### src/rtl/if_stage_fetch_unit_pkg.sv
// Shared types and constants for the instruction-fetch stage.
package if_stage_fetch_unit_pkg;

    typedef enum logic [1:0] {
        StFetch = 2'd0,
        StHold  = 2'd1,
        StDrain = 2'd2
    } fetch_state_e;

    localparam logic [31:0] NopInstrDefault = 32'h0000_0000;
    localparam int unsigned PcIncr          = 4;

endpackage

### src/rtl/if_stage_fetch_unit_if_id_pipe_reg.sv
// IF/ID pipeline register: flush beats load, load beats bubble, otherwise hold.
module if_id_pipe_reg #(
    parameter int unsigned        ADDR_W    = 32,
    parameter int unsigned        DATA_W    = 32,
    parameter logic [DATA_W-1:0]  NOP_INSTR = '0
) (
    input  logic              clk,
    input  logic              rst_n,
    input  logic              flush_i,
    input  logic              load_i,
    input  logic              bubble_i,
    input  logic [ADDR_W-1:0] pc_i,
    input  logic [DATA_W-1:0] instr_i,
    output logic [ADDR_W-1:0] pc_o,
    output logic [DATA_W-1:0] instr_o,
    output logic              valid_o
);

    logic [ADDR_W-1:0] pc_q;
    logic [DATA_W-1:0] instr_q;
    logic              valid_q;

    always_ff @(posedge clk or negedge rst_n) begin
        if (!rst_n) begin
            pc_q    <= '0;
            instr_q <= NOP_INSTR;
            valid_q <= 1'b0;
        end else if (flush_i) begin
            pc_q    <= '0;
            instr_q <= NOP_INSTR;
            valid_q <= 1'b0;
        end else if (load_i) begin
            pc_q    <= pc_i;
            instr_q <= instr_i;
            valid_q <= 1'b1;
        end else if (bubble_i) begin
            // Bubble keeps the last PC; only instruction and valid are cleared.
            instr_q <= NOP_INSTR;
            valid_q <= 1'b0;
        end
    end

    assign pc_o    = pc_q;
    assign instr_o = instr_q;
    assign valid_o = valid_q;

endmodule

### src/rtl/if_stage_fetch_unit.sv
// Instruction fetch stage with IF/ID register and one-entry hold buffer.
// Optional FETCH_STATS_EN adds delivered-instruction and stall-cycle counters.
module if_stage_fetch_unit
    import if_stage_fetch_unit_pkg::*;
#(
    parameter int unsigned        ADDR_W    = 32,
    parameter int unsigned        DATA_W    = 32,
    parameter logic [ADDR_W-1:0]  RESET_PC  = '0,
    parameter logic [DATA_W-1:0]  NOP_INSTR = DATA_W'(NopInstrDefault)
) (
    input  logic              clk,
    input  logic              rst_n,
    input  logic              freeze_i,
    input  logic              branch_taken_i,
    input  logic [ADDR_W-1:0] branch_addr_i,
    output logic              imem_req_o,
    output logic [ADDR_W-1:0] imem_addr_o,
    input  logic [DATA_W-1:0] imem_rdata_i,
    input  logic              imem_ready_i,
    output logic [ADDR_W-1:0] if_id_pc_o,
    output logic [DATA_W-1:0] if_id_instr_o,
    output logic              if_id_valid_o,
    output logic              fetch_busy_o
`ifdef FETCH_STATS_EN
    ,
    output logic [31:0]       stat_fetched_o,
    output logic [31:0]       stat_stall_o
`endif
);

    fetch_state_e      state_q;
    logic [ADDR_W-1:0] pc_q;
    logic [ADDR_W-1:0] pend_pc_q;
    // Only the instruction is buffered: in HOLD, pc_q already equals its PC+4.
    logic [DATA_W-1:0] hold_instr_q;

    logic [ADDR_W-1:0] pc_inc;
    logic              done;
    logic              ifid_load;
    logic              ifid_bubble;
    logic [ADDR_W-1:0] ifid_pc;
    logic [DATA_W-1:0] ifid_instr;

    assign pc_inc       = pc_q + ADDR_W'(PcIncr);
    assign imem_req_o   = rst_n & (state_q != StHold);
    assign imem_addr_o  = pc_q;
    assign done         = imem_req_o & imem_ready_i;
    assign fetch_busy_o = imem_req_o & ~imem_ready_i;

    always_comb begin
        ifid_load   = 1'b0;
        ifid_bubble = 1'b0;
        ifid_pc     = pc_inc;
        ifid_instr  = imem_rdata_i;
        unique case (state_q)
            StFetch: begin
                if (!freeze_i) begin
                    ifid_load   = done;
                    ifid_bubble = ~done;
                end
            end
            StHold: begin
                ifid_load  = ~freeze_i;
                ifid_pc    = pc_q;
                ifid_instr = hold_instr_q;
            end
            default: ;
        endcase
    end

    always_ff @(posedge clk or negedge rst_n) begin
        if (!rst_n) begin
            state_q      <= StFetch;
            pc_q         <= RESET_PC;
            pend_pc_q    <= RESET_PC;
            hold_instr_q <= NOP_INSTR;
        end else begin
            unique case (state_q)
                StFetch: begin
                    if (branch_taken_i) begin
                        if (done) begin
                            pc_q <= branch_addr_i;
                        end else begin
                            // Address must stay put until memory accepts it.
                            pend_pc_q <= branch_addr_i;
                            state_q   <= StDrain;
                        end
                    end else if (done) begin
                        pc_q <= pc_inc;
                        if (freeze_i) begin
                            hold_instr_q <= imem_rdata_i;
                            state_q      <= StHold;
                        end
                    end
                end
                StHold: begin
                    if (branch_taken_i) begin
                        pc_q    <= branch_addr_i;
                        state_q <= StFetch;
                    end else if (!freeze_i) begin
                        state_q <= StFetch;
                    end
                end
                StDrain: begin
                    if (done) begin
                        pc_q    <= branch_taken_i ? branch_addr_i : pend_pc_q;
                        state_q <= StFetch;
                    end else if (branch_taken_i) begin
                        pend_pc_q <= branch_addr_i;
                    end
                end
                default: state_q <= StFetch;
            endcase
        end
    end

    if_id_pipe_reg #(
        .ADDR_W    (ADDR_W),
        .DATA_W    (DATA_W),
        .NOP_INSTR (NOP_INSTR)
    ) u_if_id_pipe_reg (
        .clk      (clk),
        .rst_n    (rst_n),
        .flush_i  (branch_taken_i),
        .load_i   (ifid_load),
        .bubble_i (ifid_bubble),
        .pc_i     (ifid_pc),
        .instr_i  (ifid_instr),
        .pc_o     (if_id_pc_o),
        .instr_o  (if_id_instr_o),
        .valid_o  (if_id_valid_o)
    );

`ifdef FETCH_STATS_EN
    logic [31:0] stat_fetched_q;
    logic [31:0] stat_stall_q;

    always_ff @(posedge clk or negedge rst_n) begin
        if (!rst_n) begin
            stat_fetched_q <= '0;
            stat_stall_q   <= '0;
        end else begin
            if (ifid_load && !branch_taken_i) begin
                stat_fetched_q <= stat_fetched_q + 32'd1;
            end
            if (freeze_i || fetch_busy_o) begin
                stat_stall_q <= stat_stall_q + 32'd1;
            end
        end
    end

    assign stat_fetched_o = stat_fetched_q;
    assign stat_stall_o   = stat_stall_q;
`endif

endmodule
### config.mk
export PLATFORM = sky130hd
export DESIGN_NAME = if_stage_fetch_unit
export DESIGN_NICKNAME = d
export VERILOG_FILES = /design/src/rtl/if_stage_fetch_unit_pkg.sv /design/src/rtl/if_stage_fetch_unit_if_id_pipe_reg.sv /design/src/rtl/if_stage_fetch_unit.sv
export SDC_FILE = /design/constraint.sdc
export NUM_CORES = 1
export LEC_CHECK = 0
export BUFFER_PORTS_ARGS = -buffer_cell sky130_fd_sc_hd__buf_2
export CAP_MARGIN = 20
export CORE_MARGIN = 10
export CORE_UTILIZATION = 33
export DETAILED_ROUTE_END_ITERATION = 10
export PLACE_DENSITY = 0.52
export SYNTH_ARGS = -nofsm -noshare
export SYNTH_HDL_FRONTEND = slang
export SYNTH_SLANG_ARGS = --single-unit
### constraint.sdc
create_clock -name clk -period 2.4 [get_ports clk]
set_input_delay 0.24 -clock clk [delete_from_list [all_inputs] [get_ports clk]]
set_output_delay 0.24 -clock clk [all_outputs]
set_load 0.01 [all_outputs]
Yosys cells after proc, flatten, opt, wreduce, memory -nomap -nowiden
Cells that the tools add are included.
{"block": "word_totals", "register_bits": 163, "latchBits": 0, "mem_bits_rw": 0, "romBits": 0, "in_bits": 69, "output_inout_bits": 99, "word_cells": 70, "memories": 0}
{"block": "classes", "n_addsub": 1, "n_mul": 0, "n_div": 0, "order_cmp": 0, "eq_ne": 13, "shift": 0, "mux": 33, "bitwise": 7, "n_reduce_logical": 9}
{"operator": "32-bit two-way mux", "n": 16}
{"operator": "32-bit case mux with 3 select lines", "n": 1}
{"operator": "32-bit case mux with 2 select lines", "n": 1}
{"operator": "32-bit by 3-bit adder with 32-bit output (second input constant)", "n": 1}
{"operator": "2-bit two-way mux", "n": 7}
{"operator": "2-bit inequality test (second input constant)", "n": 6}
{"operator": "3-bit inequality test (second input constant)", "n": 4}
{"operator": "4-bit AND reduction", "n": 3}
{"operator": "1-bit two-way mux", "n": 6}
{"operator": "2-bit case mux with 3 select lines", "n": 1}
{"operator": "3-bit nonzero test", "n": 2}
{"operator": "5-bit AND reduction", "n": 1}
{"operator": "1-bit inverter", "n": 4}
{"operator": "2-bit nonzero test", "n": 2}
{"operator": "1-bit AND", "n": 3}
{"operator": "2-bit by 1-bit equality test with 1-bit output (second input constant)", "n": 1}
{"operator": "2-bit equality test (second input constant)", "n": 1}
{"operator": "2-bit zero test", "n": 1}
{"operator": "2-bit by 1-bit inequality test with 1-bit output (second input constant)", "n": 1}
{"operator": "1-bit case mux with 2 select lines", "n": 1}

Depth between registers and ports, before layout
{"block": "logic_depth", "ltp_word": 9, "ltp_mapped": 10, "ltp_nobuf": 7}

Modules after synthesis
From an unflattened synthesis, not the netlist that was laid out.
{"block": "hier_totals", "hier_cells": 815, "hier_area_um2": 8803.4}
{"module": "if_stage_fetch_unit", "n_inst": 1, "cells_each": 630, "area_each_um2": 6222.2, "seq_area_each_um2": 2452.4}
{"module": "if_id_pipe_reg", "n_inst": 1, "cells_each": 185, "area_each_um2": 2581.2, "seq_area_each_um2": 1626.6}

Worst setup path after synthesis
Ideal clock, no wire load.
{"block": "synth_path", "path_kind": "reg-to-reg", "startpoint": "register state_q[0]", "endpoint": "register hold_instr_q[10]", "setup_ns": 0.125, "arrival_ns": 2.014, "required_time_ns": 2.275, "slack_ns": 0.261, "path_stages_with_launch": 8, "n_path_buf": 2, "synth_period_minus_slack_ns": 2.139, "cell_sequence": "dfrtp_1 ha_1 buf_2 nor2b_1 nand3_1 nor2_1 buf_2 mux2_2"}
{"block": "synth_between", "elab_chain_len": 4, "word_cells_on_any_way": 5, "classes_between": "1 x eq/ne; 2 x bitwise; 2 x reduce/logical"}
{"item": "from (decl)", "line_no": "if_stage_fetch_unit.sv:31", "rtl": "fetch_state_e state_q;"}
{"item": "from (signal assigned)", "line_no": "if_stage_fetch_unit.sv:73", "rtl": "state_q <= StFetch;"}
{"item": "from (signal assigned)", "line_no": "if_stage_fetch_unit.sv:86", "rtl": "state_q <= StDrain;"}
{"item": "from (signal assigned)", "line_no": "if_stage_fetch_unit.sv:92", "rtl": "state_q <= StHold;"}
{"item": "2-bit by 1-bit inequality test with 1-bit output", "line_no": "if_stage_fetch_unit.sv:45", "rtl": "assign imem_req_o = rst_n & (state_q != StHold);"}
{"item": "1-bit AND", "line_no": "if_stage_fetch_unit.sv:45"}
{"item": "named net imem_req_o", "line_no": "if_stage_fetch_unit.sv:16", "rtl": "output logic imem_req_o,"}
{"item": "1-bit AND", "line_no": "if_stage_fetch_unit.sv:47", "rtl": "assign done = imem_req_o & imem_ready_i;"}
{"item": "4-bit AND reduction (no line)"}
{"item": "to (signal assigned)", "line_no": "if_stage_fetch_unit.sv:91", "rtl": "hold_instr_q <= imem_rdata_i;"}
{"item": "to (decl)", "line_no": "if_stage_fetch_unit.sv:35", "rtl": "logic [DATA_W-1:0] hold_instr_q;"}
The timed path passes the listed nets, and every way through them passes these cells.
A chain may end at the register's enable or synchronous reset.

Worst setup path after layout
{"block": "layout_path", "startpoint": "register state_q[0]", "endpoint": "register pc_q[0] (netlist: imem_addr_o[0])"}
{"block": "layout_between", "elab_chain_len": 5, "word_cells_on_any_way": 12, "classes_between": "6 x eq/ne; 1 x mux; 2 x bitwise; 3 x reduce/logical"}
{"item": "2-bit by 1-bit inequality test with 1-bit output", "line_no": "if_stage_fetch_unit.sv:45"}
{"item": "1-bit AND", "line_no": "if_stage_fetch_unit.sv:45"}
{"item": "1-bit AND", "line_no": "if_stage_fetch_unit.sv:47"}
{"item": "2-bit inequality test (no line)"}
{"item": "4-bit AND reduction (no line)"}
{"item": "to (signal assigned)", "line_no": "if_stage_fetch_unit.sv:82", "rtl": "pc_q <= branch_addr_i;"}
{"item": "to (signal assigned)", "line_no": "if_stage_fetch_unit.sv:89", "rtl": "pc_q <= pc_inc;"}
{"item": "to (signal assigned)", "line_no": "if_stage_fetch_unit.sv:98", "rtl": "pc_q <= branch_addr_i;"}
{"item": "to (decl)", "line_no": "if_stage_fetch_unit.sv:32", "rtl": "logic [ADDR_W-1:0] pc_q;"}
Several ways; a longest one is shown, not always the timed one.

==> flow_summary.json <==
{
  "status": "finished clean",
  "cts_tree": "yes",
  "fmax_mhz": 450,
  "finalCritPeriodShare": 0.927,
  "wl_met2_microns": 12800,
  "antenna_found_initial": 4,
  "grt_pass1_vias": 7373,
  "reg2reg_slack_ps": 180,
  "overflow": 0,
  "hold_class": "primary input to register",
  "dp_cells": 1323,
  "finClkSkew_ps": 15.2,
  "setup-violations-final": 0,
  "nNetsFinal": 1086,
  "syn_inst": 841,
  "slew_viol_final": 0,
  "place_area_sq_um": 9960,
  "synth_area_per_cell_sq_um": 10.2,
  "die-area_sq_um": 32900,
  "maxCapViolCount": 0,
  "pwr_density_cell_nw_per_um2": 1160,
  "gp_congestion": 0.845,
  "chipWidth_microns": 181,
  "clockBufferDepth": 2,
  "clock_latency_ps": 440,
  "async_flop_share": 1.00,
  "synthToLayoutAreaGrowth_pct": 23.6,
  "avgViaCountPerCell": 5.25,
  "startpoint": "state_q[0]$_DFFE_PN0P_",
  "cts.sinks": 163,
  "ys_seq_area_frac": 0.475,
  "drive_gt1_frac": 0.334,
  "route.final.wire_length_microns": 27300,
  "syn_area_sq_um": 8580,
  "top_layer_used": "met5",
  "p_total_mw": 12.4,
  "io_buffers": 167,
  "grt_max_degree": 155,
  "grtUsageTotal": 0.165,
  "cts_max_level": 4,
  "endpoint": "imem_addr_o[0]$_DFFE_PN0P_",
  "critPathArrivalTime_ps": 2540,
  "antenna_left": 0,
  "rsz0062_at_grt": "no",
  "post-route-util": 0.418,
  "fin_cells": 1358,
  "drt-initial-drc-count": 415,
  "ys_ff_latch": 163,
  "cellLeakagePower_nw": 4.81,
  "dieHeight_microns": 181,
  "boundaryPins": 168,
  "synth-warning-count": 0,
  "grt_pass1_wl_microns": 43400,
  "yosys.cell_count.top_type": "dfrtp_1",
  "wire_per_inst_microns": 20.1,
  "ys.flop_type": "dfrtp_1",
  "cts_root_buf": "clkbuf_16",
  "clk_pin_slew_ps": 80,
  "hold_ws_ps": 41.7,
  "core-area_sq_um": 25400,
  "yosysTopAreaCellShare": 0.475,
  "initial_core_util": 0.338,
  "hold_viol": 0,
  "synth_area_leaders": "dfrtp_1 48%, mux2_2 9.3%, o21ai_0 4.8%",
  "synth_edf_count": 0,
  "hpwlAfterDp_microns": 19500,
  "fin_area_sq_um": 10600,
  "vias": 7130,
  "finalCriticalPeriod_ps": 2220,
  "peakVddDrop_mv": 0.780,
  "tightestPinTransition_ps": 1080,
  "row_count": 58,
  "synth_commonest_cells": "163 x dfrtp_1, 83 x o21ai_0, 78 x nand2_1",
  "synth_nets": 914,
  "r2r_cells": 8,
  "post_cts_buffers": 0,
  "setup-tns-final_ps": 0,
  "rr_startpoint": "state_q[0]$_DFFE_PN0P_",
  "cts_made_buffers": 17,
  "dp_worst_setup_slack_ps": 183,
  "critical_path_required_ps": 2720,
  "synth_top_area_cell": "dfrtp_1",
  "start_kind": "register",
  "rr_endpoint": "imem_addr_o[0]$_DFFE_PN0P_",
  "drt-met1-wl_microns": 12200,
  "setup_ws_ps": 175,
  "dr_wl_met3_microns": 1520,
  "critical_path_class": "register to register",
  "path_max_fanout": 6,
  "relSlewSlack": 0.281,
  "drc": 0,
  "synthDistinctLibCells": 65,
  "setup.worst_path.end_class": "register",
  "drt_pass1_iterations": 5
}
layout by cell type (no fill, tap or decap), types with 5 or more instances in the layout:
cell type and count:
buf_2 166, nor2b_1 7, mux2_2 71, a21oi_1 60, a22o_1 14, inv_1 10
buf_4 49, nor3_1 10, nand3_1 15, a31oi_1 23, and2_1 5, o21ai_0 83
clkbuf_16 17, clkinv_8 7, a22oi_1 8, o22a_1 12, a221oi_1 10, nand4_1 10
a211oi_1 10, xor2_1 6, xnor2_1 20, buf_12 5, or3_1 6, nor2_1 42
a21o_1 5, dfrtp_1 163, nand2_1 78, and3_1 8, mux2i_1 40
worst min-delay path by stage:
stage                          start                            to  slack [ps]  depth (start not counted)
CTS                 imem_rdata_i[19]  hold_instr_q[19]$_DFFE_PN0P_          20                          2
floorplan                      rst_n   hold_instr_q[0]$_DFFE_PN0P_         -60                          0
detailed placement             rst_n     pend_pc_q[21]$_DFFE_PN0P_          80                          1
finish              imem_rdata_i[25]  hold_instr_q[25]$_DFFE_PN0P_          40                          2
global placement               rst_n     pend_pc_q[21]$_DFFE_PN0P_          80                          1
global route        imem_rdata_i[21]  hold_instr_q[21]$_DFFE_PN0P_          30                          2
critical path: stages, from the launching register on:
cell and delay (ps):
dfrtp_1 440, inv_1 90, ha_1 270, a2bb2oi_1 180
nor2_1 220, o21ai_0 130, a221oi_1 280, buf_4 170
mux2_2 320
per-layer routing:
metal  vias up  track usage
met5         -            0
met4         4       0.0596
met3        36       0.0420
met2       196        0.266
met1      3465        0.209
li1       3429            -
logic make-up (layout without fill, tap and decap cells):
logic type,count (synthesis),after routing,synth area share
compound gates,250,250,0.181
xor+xnor,26,26,0.0265
fa+ha+maj,4,4,0.00583
buf+inv,80,265,0.0493
flops,163,163,0.475
mux,111,111,0.140
other cells,0,2,0
simple gates,207,207,0.122
area by class of cell:
class	instances	area, sq um
multi-input cells	598	4120
clock inverters	15	204
clock buffers	17	425
inverters	11	41.3
fillers	2583	14800
flip-flops and latches	163	4080
well taps	330	413
repair buffers	222	1320
diodes	2	5.00
what timing repair did:
item                                   in CTS  in global routing
setup endpoints to repair                   0                  1
endpoints found under the hold margin       9                  0
hold buffers                                1                  0
resized for setup                           0                  1
power by group:
group          internal (mW)  leakage (nW)  switching [mW]  total (mW)
sequential              3.67          2.08           0.782        4.45
clock                   1.44         0.302            1.41        2.85
combinational           2.30          2.42            2.75        5.06
total                   7.41          4.81            4.94        12.4
registers in the layout, indices dropped and copies added, names as in the netlist:
| name | count |
|---|---|
| hold_instr_q | 32 |
| imem_addr_o | 32 |
| pend_pc_q | 32 |
| u_if_id_pipe_reg.instr_o | 32 |
| u_if_id_pipe_reg.pc_o | 32 |
| state_q | 2 |
| u_if_id_pipe_reg.valid_o | 1 |
Power figures use the tool's default switching activity.
